--- src/rtl/axis_upsample2x_stream.sv ---
// AXI-Stream 2x nearest-neighbour upsampler using a single line buffer, row by row per channel.
// Optional zero-insert mode enabled by defining UPS_ZERO_INSERT_EN.
module axis_upsample2x_stream #(
    parameter int unsigned DATA_WIDTH = 16,
    parameter int unsigned MAX_LOG2_W = 6,
    parameter int unsigned CH_WIDTH   = 9
) (
    input  logic                  clk,
    input  logic                  aresetn,
    input  logic                  cfg_start,
    input  logic [3:0]            cfg_log2_w,
    input  logic [CH_WIDTH-1:0]   cfg_num_ch,
`ifdef UPS_ZERO_INSERT_EN
    input  logic                  cfg_zero_mode,
`endif
    output logic                  busy,
    output logic                  done,
    output logic                  err_tlast,
    input  logic [DATA_WIDTH-1:0] s_axis_tdata,
    input  logic                  s_axis_tvalid,
    input  logic                  s_axis_tlast,
    output logic                  s_axis_tready,
    output logic [DATA_WIDTH-1:0] m_axis_tdata,
    output logic                  m_axis_tvalid,
    output logic                  m_axis_tlast,
    input  logic                  m_axis_tready
);

    localparam int unsigned CW    = MAX_LOG2_W;
    localparam int unsigned OW    = MAX_LOG2_W + 1;
    localparam int unsigned DEPTH = 2 ** MAX_LOG2_W;
    localparam logic [3:0]  MAX_L2 = 4'(MAX_LOG2_W);

    typedef enum logic [2:0] {StIdle, StRx, StPrep, StTx, StDone} state_e;

    state_e                state_q, state_d;
    logic [3:0]            log2_w_q, log2_w_d;
    logic [CH_WIDTH-1:0]   num_ch_q, num_ch_d;
    logic [CH_WIDTH-1:0]   ch_q, ch_d;
    logic [CW-1:0]         row_q, row_d;
    logic [CW-1:0]         col_q, col_d;
    logic [OW-1:0]         out_col_q, out_col_d;
    logic                  out_odd_q, out_odd_d;
    logic [DATA_WIDTH-1:0] tdata_q, tdata_d;
    logic                  tvalid_q, tvalid_d;
    logic                  err_q, err_d;

    logic [DATA_WIDTH-1:0] line_buf [DEPTH];

    logic [CW-1:0]         w_m1;
    logic [OW-1:0]         ow_m1;
    logic                  last_col, last_row, last_ch, last_out_col;
    logic                  s_hs, m_hs, start_ok;
    logic [OW-1:0]         nxt_out_col;
    logic                  nxt_odd;
    logic [DATA_WIDTH-1:0] beat_data;

    assign w_m1         = CW'((OW'(1) << log2_w_q) - OW'(1));
    assign ow_m1        = {w_m1, 1'b1};
    assign last_col     = (col_q == w_m1);
    assign last_row     = (row_q == w_m1);
    assign last_ch      = (ch_q == num_ch_q - CH_WIDTH'(1));
    assign last_out_col = (out_col_q == ow_m1);
    assign s_hs         = (state_q == StRx) && s_axis_tvalid;
    assign m_hs         = tvalid_q && m_axis_tready;
    assign start_ok     = cfg_start && (cfg_num_ch != '0) && (cfg_log2_w <= MAX_L2);

    // Address of the beat that will be presented after the current one is consumed.
    always_comb begin
        nxt_out_col = out_col_q + OW'(1);
        nxt_odd     = out_odd_q;
        if (state_q == StPrep) begin
            nxt_out_col = '0;
            nxt_odd     = 1'b0;
        end else if (last_out_col) begin
            nxt_out_col = '0;
            nxt_odd     = ~out_odd_q;
        end
    end

`ifdef UPS_ZERO_INSERT_EN
    logic zero_q, zero_d;
    assign beat_data = (zero_q && (nxt_odd || nxt_out_col[0])) ? '0
                                                              : line_buf[nxt_out_col[OW-1:1]];
`else
    assign beat_data = line_buf[nxt_out_col[OW-1:1]];
`endif

    always_comb begin
        state_d   = state_q;
        log2_w_d  = log2_w_q;
        num_ch_d  = num_ch_q;
        ch_d      = ch_q;
        row_d     = row_q;
        col_d     = col_q;
        out_col_d = out_col_q;
        out_odd_d = out_odd_q;
        tdata_d   = tdata_q;
        tvalid_d  = tvalid_q;
        err_d     = err_q;
`ifdef UPS_ZERO_INSERT_EN
        zero_d    = zero_q;
`endif
        unique case (state_q)
            StIdle: begin
                if (start_ok) begin
                    log2_w_d = cfg_log2_w;
                    num_ch_d = cfg_num_ch;
                    ch_d     = '0;
                    row_d    = '0;
                    col_d    = '0;
                    err_d    = 1'b0;
`ifdef UPS_ZERO_INSERT_EN
                    zero_d   = cfg_zero_mode;
`endif
                    state_d  = StRx;
                end
            end
            StRx: begin
                if (s_hs) begin
                    col_d = col_q + CW'(1);
                    if (s_axis_tlast != (last_row && last_col)) err_d = 1'b1;
                    if (last_col) begin
                        col_d   = '0;
                        state_d = StPrep;
                    end
                end
            end
            StPrep: begin
                out_col_d = nxt_out_col;
                out_odd_d = nxt_odd;
                tdata_d   = beat_data;
                tvalid_d  = 1'b1;
                state_d   = StTx;
            end
            StTx: begin
                if (m_hs) begin
                    if (last_out_col && out_odd_q) begin
                        // Both output rows of this input row are out.
                        out_col_d = '0;
                        out_odd_d = 1'b0;
                        tvalid_d  = 1'b0;
                        tdata_d   = '0;
                        if (!last_row) begin
                            row_d   = row_q + CW'(1);
                            state_d = StRx;
                        end else if (!last_ch) begin
                            row_d   = '0;
                            ch_d    = ch_q + CH_WIDTH'(1);
                            state_d = StRx;
                        end else begin
                            state_d = StDone;
                        end
                    end else begin
                        out_col_d = nxt_out_col;
                        out_odd_d = nxt_odd;
                        tdata_d   = beat_data;
                    end
                end
            end
            StDone:  state_d = StIdle;
            default: state_d = StIdle;
        endcase
    end

    always_ff @(posedge clk) begin
        if (!aresetn) begin
            state_q   <= StIdle;
            log2_w_q  <= '0;
            num_ch_q  <= '0;
            ch_q      <= '0;
            row_q     <= '0;
            col_q     <= '0;
            out_col_q <= '0;
            out_odd_q <= 1'b0;
            tdata_q   <= '0;
            tvalid_q  <= 1'b0;
            err_q     <= 1'b0;
`ifdef UPS_ZERO_INSERT_EN
            zero_q    <= 1'b0;
`endif
        end else begin
            state_q   <= state_d;
            log2_w_q  <= log2_w_d;
            num_ch_q  <= num_ch_d;
            ch_q      <= ch_d;
            row_q     <= row_d;
            col_q     <= col_d;
            out_col_q <= out_col_d;
            out_odd_q <= out_odd_d;
            tdata_q   <= tdata_d;
            tvalid_q  <= tvalid_d;
            err_q     <= err_d;
`ifdef UPS_ZERO_INSERT_EN
            zero_q    <= zero_d;
`endif
        end
    end

    always_ff @(posedge clk) begin
        if (s_hs) line_buf[col_q] <= s_axis_tdata;
    end

    assign busy          = (state_q != StIdle);
    assign done          = (state_q == StDone);
    assign err_tlast     = err_q;
    assign s_axis_tready = (state_q == StRx);
    assign m_axis_tdata  = tdata_q;
    assign m_axis_tvalid = tvalid_q;
    assign m_axis_tlast  = tvalid_q && out_odd_q && last_out_col && last_row;

endmodule

--- config.mk ---
export PLATFORM = sky130hd
export DESIGN_NAME = axis_upsample2x_stream
export DESIGN_NICKNAME = d
export VERILOG_FILES = /design/src/rtl/axis_upsample2x_stream.sv
export SDC_FILE = /design/constraint.sdc
export NUM_CORES = 1
export LEC_CHECK = 0
export CAP_MARGIN = 0
export CORE_UTILIZATION = 42
export CTS_BUF_LIST = sky130_fd_sc_hd__clkbuf_16
export CTS_CLUSTER_SIZE = 16
export DETAILED_ROUTE_END_ITERATION = 16
export MAX_ROUTING_LAYER = met4
export SYNTH_ARGS = -nofsm -noshare
export SYNTH_HDL_FRONTEND = slang
export SYNTH_SLANG_ARGS = --single-unit
--- constraint.sdc ---
create_clock -name clk -period 7 [get_ports clk]
set_clock_uncertainty 0.05 [all_clocks]
set_input_delay 1.4 -clock clk [delete_from_list [all_inputs] [get_ports clk]]
set_output_delay 1.4 -clock clk [all_outputs]
set_load 0.02 [all_outputs]
==> results.toml, run 1 <==
[global_route]
grt_pass1_wl_mm = 199
grt_overflow_total = 0
track_usage_pct = 27.0
antenna_found_initial = 9
grt_pass1_vias = 26940
grt_max_degree = 79

[timing]
setup_tns_ps = 0
period_minus_slack_ps = 6660
tightest_slew_ps = 1330
fmax_ghz = 0.150
setup_viol = 0
maxSlewHeadroom_pct = 10.5
rsz0062_at_grt = "no"
final_hold_viol_count = 0
finalCritPeriodShare_pct = 95.2
maxSlewViolCount = 0

[routing]
firstDrtPassIters = 6
wire_per_inst_um = 30.9
drtIter0Drc = 4136
wl_mm = 141
drc_errors = 0
num_vias = 28230
final_antenna_net_count = 0
vias_per_cell = 6.21

[min_path]
hold_path_class = "register to register"

[yosys]
ys_seq_area_share_pct = 73.0
synth_area_per_cell_um2 = 14.7
syn-instance-count = 2981
ys.flop_type = "edfxtp_1"
async_reset_ff_share_pct = 0
synthDistinctLibCells = 83
yosysWarnings = 0
syn-cell-area_mm2 = 0.0439
ys_ff_latch = 1087
synth-edff-count = 1024
syn-num-nets = 3023

[clock_network]
post_cts_buffers = 0
clockBufferDepth = 3
htreeDepth = 3
cts.sinks = 1087
clock_latency_ps = 710
cts-resized-gates = 0
clkTransAtPathRegs_ps = 60
numCtsBuffers = 109
ctsHoldBuffers = 0
cts_tree = "built"
cts_root_buf = "clkbuf_16"

[floorplan]
die_h_um = 325
die_w_um = 325
io_pins = 57
core_mm2 = 0.103
start_util_pct = 42.4
die_area_mm2 = 0.106
rows = 118

[worst_setup_path]
arrival_ps = 5210
end_kind = "output pin"
ff2ff_path_depth = 17
critPathRequiredTime_ps = 5550
worstPathMaxFanout = 38
start_kind = "register"
timing.rr.end = "m_axis_tdata[9]$_SDFFE_PN0P_"
reg2reg_setup_slack_ps = 850
path_class = "register to output pin"
crit_end = "m_axis_tlast"
critPathLaunch = "log2_w_q[3]$_SDFFE_PN0P_"
r2r-start = "log2_w_q[3]$_SDFFE_PN0P_"

[placement]
dp_hpwl_mm = 85.6
place_area_mm2 = 0.0463
gp_congestion = 0.953
port-buffer-count = 56
dp.cells = 4335

[power]
ir_worst_vdd_uv = 225
leakage_uw = 0.0156
powerDensity_mw_per_mm2 = 268

[layout]
fin_area_mm2 = 0.0498
layoutNonFillerInstCount = 4544
fillers = 8751
fin_nets = 3108
layout_common_cells = "edfxtp_1, nand2_1, nor2_1, a21oi_1, mux2i_1"
area_delta_synth_final_pct = 13.5
layout_commonest_cell = "edfxtp_1"
drive_gt1_share_pct = 13.1

[status]
status = "finished clean"

[flow_run]
maxCapViolCount = 0
[layer usage]
metal  GRT usage [%]  up-vias  wire, um  share of wire (%)
met1            36.8    14387     57100                 41
met2            41.2     1568     65900                 47
met3            3.90      291     12300                8.8
met4            9.80        0      5250                3.7
met5               -        -         0                  0
li1                -    11984         -                  -
[power by group]
part	switching, uW	leakage (uW)	total, uW	internal [uW]
registers	23.2	0.00971	7140	7120
clock network	2490	0.00176	5620	3130
logic	425	0.00418	589	163
total	2940	0.0156	13400	10400
[synthesized netlist by cell type (all sizes together) (17+ instances only)]
library cell  number  area (um2)
a211oi            31         233
a21oi            146         731
a221oi            31         272
a22oi             27         203
a2bb2oi           19         173
a31oi             79         522
a32oi             18         158
and3              32         200
buf               94         433
clkbuf           113         424
dfxtp             63        1260
edfxtp          1024       30700
mux2              74         833
mux2i            141        1410
nand2            239         897
nand3             77         398
nand4             24         150
nor2             188         706
nor3              72         370
o211ai            40         300
o21ai             75         375
o221ai            41         377
o22ai             56         350
xnor2             17         149
xor2              28         245
[stage by stage]
step           power, uW  setup slack [ps]  util, %  hold slack (ps)
4_1_cts            13400               383     48.1              408
5_1_grt            13700               167     48.1              435
6_report           13400               336     48.1              408
3_5_place_dp        7870               974     44.8              398
2_1_floorplan       7560              2100        -              420
3_3_place_gp        7850              1170     44.8              384
[sequential cells by signal (all words and copies together) (netlist names)]
| register | cells |
|---|---|
| line_buf | 1024 |
| m_axis_tdata | 16 |
| ch_q | 9 |
| num_ch_q | 9 |
| out_col_q | 7 |
| col_q | 6 |
| row_q | 6 |
| log2_w_q | 4 |
| state_q | 3 |
| err_tlast | 1 |
| m_axis_tvalid | 1 |
| out_odd_q | 1 |
[layout make-up]
class,count,area [um2],share of cell area [%]
sequential,1087,32000,64.3
clock buffer,111,2780,5.58
timing repair buffer,181,1460,2.93
inverter,9,36.3,0.0729
clock inverter,92,647,1.30
tap,1380,1730,3.47
antenna,6,15.0,0.0302
multi-input combinational,1678,11100,22.3
[worst min path at each step]
| stage | startpoint | end | slack (ps) | depth (start not counted) |
|---|---|---|---|---|
| 3_3_place_gp | err_tlast$_SDFFE_PN0P_ | err_tlast$_SDFFE_PN0P_ | 380 | 2 |
| 5_1_grt | err_tlast$_SDFFE_PN0P_ | err_tlast$_SDFFE_PN0P_ | 440 | 2 |
| 4_1_cts | err_tlast$_SDFFE_PN0P_ | err_tlast$_SDFFE_PN0P_ | 410 | 2 |
| 2_1_floorplan | ch_q[8]$_SDFFE_PN0P_ | ch_q[8]$_SDFFE_PN0P_ | 420 | 2 |
| 3_5_place_dp | err_tlast$_SDFFE_PN0P_ | err_tlast$_SDFFE_PN0P_ | 400 | 2 |
| 6_report | err_tlast$_SDFFE_PN0P_ | err_tlast$_SDFFE_PN0P_ | 410 | 2 |
[cell families after synthesis]
group	synth area share, %
XOR/XNOR	0.898
AO/OA/AOI/OAI	11.4
buffers and inverters	2.04
multiplexers	5.12
AND/OR/NAND/NOR	7.42
flip-flops	73.0
adder cells (fa/ha/maj)	0.200
[worst max-delay path: stages (launching register included)]
cell and delay (ps):
dfxtp_1 410, or4_4 600, ha_1 320, xor2_1 210, and4_1 240, o2111a_1 630, nand3_4 480, inv_4 620
nand3_1 180, nor2_1 170, clkdlybuf4s50_1 630
No activity file was read; power rests on OpenSTA's default activity.
==> run 2: changes to the inputs <==
--- a/config.mk
+++ b/config.mk
@@ -5,12 +5,13 @@
 export SDC_FILE = /design/constraint.sdc
 export NUM_CORES = 1
 export LEC_CHECK = 0
-export CAP_MARGIN = 0
+export CAP_MARGIN = 20
 export CORE_UTILIZATION = 42
 export CTS_BUF_LIST = sky130_fd_sc_hd__clkbuf_16
-export CTS_CLUSTER_SIZE = 16
+export CTS_CLUSTER_SIZE = 10
 export DETAILED_ROUTE_END_ITERATION = 16
 export MAX_ROUTING_LAYER = met4
+export SETUP_SLACK_MARGIN = 0.3
 export SYNTH_ARGS = -nofsm -noshare
 export SYNTH_HDL_FRONTEND = slang
 export SYNTH_SLANG_ARGS = --single-unit
==> run 2 against run 1 <==
Against the previous run: final area hardly changed; via count hardly changed; power is 0.13% lower; sequential cell count stayed put; die area stayed put; largest power group unchanged.
==> results.toml, run 2 (same netlist as run 1, synthesis figures left out) <==
[status]
status = "finished clean"

[worst_setup_path]
end_kind = "output pin"
crit_path_cell_trace = "or4_4, ha_1, xor2_1, and4_1, o2111a_1, nand3_4, inv_8, nand3_1, nor2_1, clkdlybuf4s50_1"
worstPathMaxFanout = 38
path_class = "register to output pin"
critPathRequiredTime_ps = 5550
start_kind = "register"
slowest_delay_ps = 640
crit_slowest_cell = "o2111a_1"
cp_num_cells = 10
ff2ff_path_depth = 17
cp_top_family = "simple AND/OR/NAND/NOR gates"
critPathBufInv = 2
arrival_ps = 5020

[placement]
post-place-ws_ps = 988
gp_congestion = 0.953
port-buffer-count = 56
dp_hpwl_mm = 85.5
place_area_mm2 = 0.0464

[layout]
largest_reg_flops = 1024
top_register = "line_buf"
fillers = 8741
fin_nets = 3124
layout_common_cells = "edfxtp_1, nand2_1, nor2_1, a21oi_1, mux2i_1"
multi_input_area_mm2 = 0.0111
fin_area_mm2 = 0.0498
regArea_mm2 = 0.0320
drive_gt1_share_pct = 12.7
layout_commonest_cell = "edfxtp_1"
area_delta_synth_final_pct = 13.6

[routing]
drc_errors = 0
drtIter0Drc = 4009
vias_per_cell = 6.22
wl_mm = 141
wire_per_inst_um = 31.1
firstDrtPassIters = 6
num_vias = 28215
final_antenna_net_count = 0

[timing]
period_minus_slack_ps = 6470
setup_viol = 0
finalCritPeriodShare_pct = 92.4
setup_tns_ps = 0
final_hold_viol_count = 0
maxSlewHeadroom_pct = 22.1
maxSlewViolCount = 0
fmax_ghz = 0.155
rsz0062_at_grt = "no"
timing.final.ws_setup_ps = 532
tightest_slew_ps = 1160

[power]
clkPwrFrac_pct = 42.0
ir_worst_vdd_uv = 247
powerDensity_mw_per_mm2 = 268
power_switching_uw = 2950
pwr-share-seq_pct = 53.6
swShare_pct = 22.2
p_int_uw = 10400
pwr-share-comb_pct = 4.4
leakage_uw = 0.0158

[clock_network]
cts.sinks = 1087
cts_root_buf = "clkbuf_16"
clock_latency_ps = 730
htreeDepth = 3
post_cts_buffers = 0
cts_tree = "built"
numCtsBuffers = 121
clockBufferDepth = 3
clkTransAtPathRegs_ps = 60

[floorplan]
rows = 118
io_pins = 57
die_area_mm2 = 0.106
core_mm2 = 0.103
die_w_um = 325
die_h_um = 325
start_util_pct = 42.4

[global_route]
grt_overflow_total = 0
antenna_found_initial = 5
track_usage_pct = 27.1
grt_pass1_wl_mm = 201
grt_pass1_vias = 27085
grt_max_degree = 79

[min_path]
hold_path_class = "register to register"
min_path_cells = 2

[flow_run]
maxCapViolCount = 0
==> run 2: changes by cell type in the layout (fill, tap and decap cells not counted), moves of 2 or more <==
cell	before	now
clkinv_2	20	2
buf_8	0	2
inv_1	29	66
clkinvlp_4	4	1
clkinv_4	2	0
clkbuf_16	111	121
bufinv_16	7	0
clkinv_1	33	2
inv_16	0	4
==> run 2: power groups by stage <==
stage | Sequential [uW] | Clock [uW] | Combinational, uW
finish | 7150 | 5600 | 589
global route | 7150 | 5910 | 618
CTS | 7150 | 5650 | 586
detailed placement | 7280 | 0 | 584
global placement | 7280 | 0 | 572
floorplan | 7270 | 0 | 286
==> run 2: worst paths after layout <==
| check | startpoint | end | slack, ps |
|---|---|---|---|
| hold reg to reg | err_tlast$_SDFFE_PN0P_ | err_tlast$_SDFFE_PN0P_ | 400 |
| setup / recovery | log2_w_q[3]$_SDFFE_PN0P_ | m_axis_tlast | 530 |
| hold / removal | err_tlast$_SDFFE_PN0P_ | err_tlast$_SDFFE_PN0P_ | 400 |
| setup reg to reg | log2_w_q[3]$_SDFFE_PN0P_ | m_axis_tdata[9]$_SDFFE_PN0P_ | 1010 |
==> run 2: per-stage QoR <==
| step | util [%] | total power, uW | hold WS, ps | std cells |
|---|---|---|---|---|
| after CTS | 48.1 | 13400 | 404 | 4528 |
| final | 48.1 | 13300 | 403 | 4536 |
| after detailed placement | 44.8 | 7860 | 395 | 4336 |
| after floorplan | - | 7560 | 420 | 2981 |
| after global routing | 48.1 | 13700 | 442 | 4535 |
| after global placement | 44.8 | 7850 | 384 | 4335 |
==> run 2: per-layer routing <==
metal,vias up,track usage (%),part of all wire (%),wire [um]
li1,11994,-,-,-
met1,14350,36.6,40,56400
met2,1584,41.1,47,65600
met3,287,4.59,9.4,13300
met4,0,10.2,4.0,5650
met5,-,-,0,0
==> run 2: what timing repair did <==
| action | in CTS | in global routing |
|---|---|---|
| hold buffers | 0 | 0 |
| gates resized for setup | 0 | 2 |
| setup endpoints to repair | 0 | 1 |
==> run 2: tightest hold or removal path, stage by stage (launching register included) <==
cell	delay, ps
dfxtp_1	310
inv_1	50
a21oi_1	50
==> run 2: area by class of cell <==
class	count	area share, %
clock buffer	121	6.08
sequential	1087	64.2
inverter	9	0.0829
antenna	5	0.0251
tap	1380	3.47
clock inverter	71	0.804
multi-input combinational	1678	22.3
timing repair buffer	185	3.00
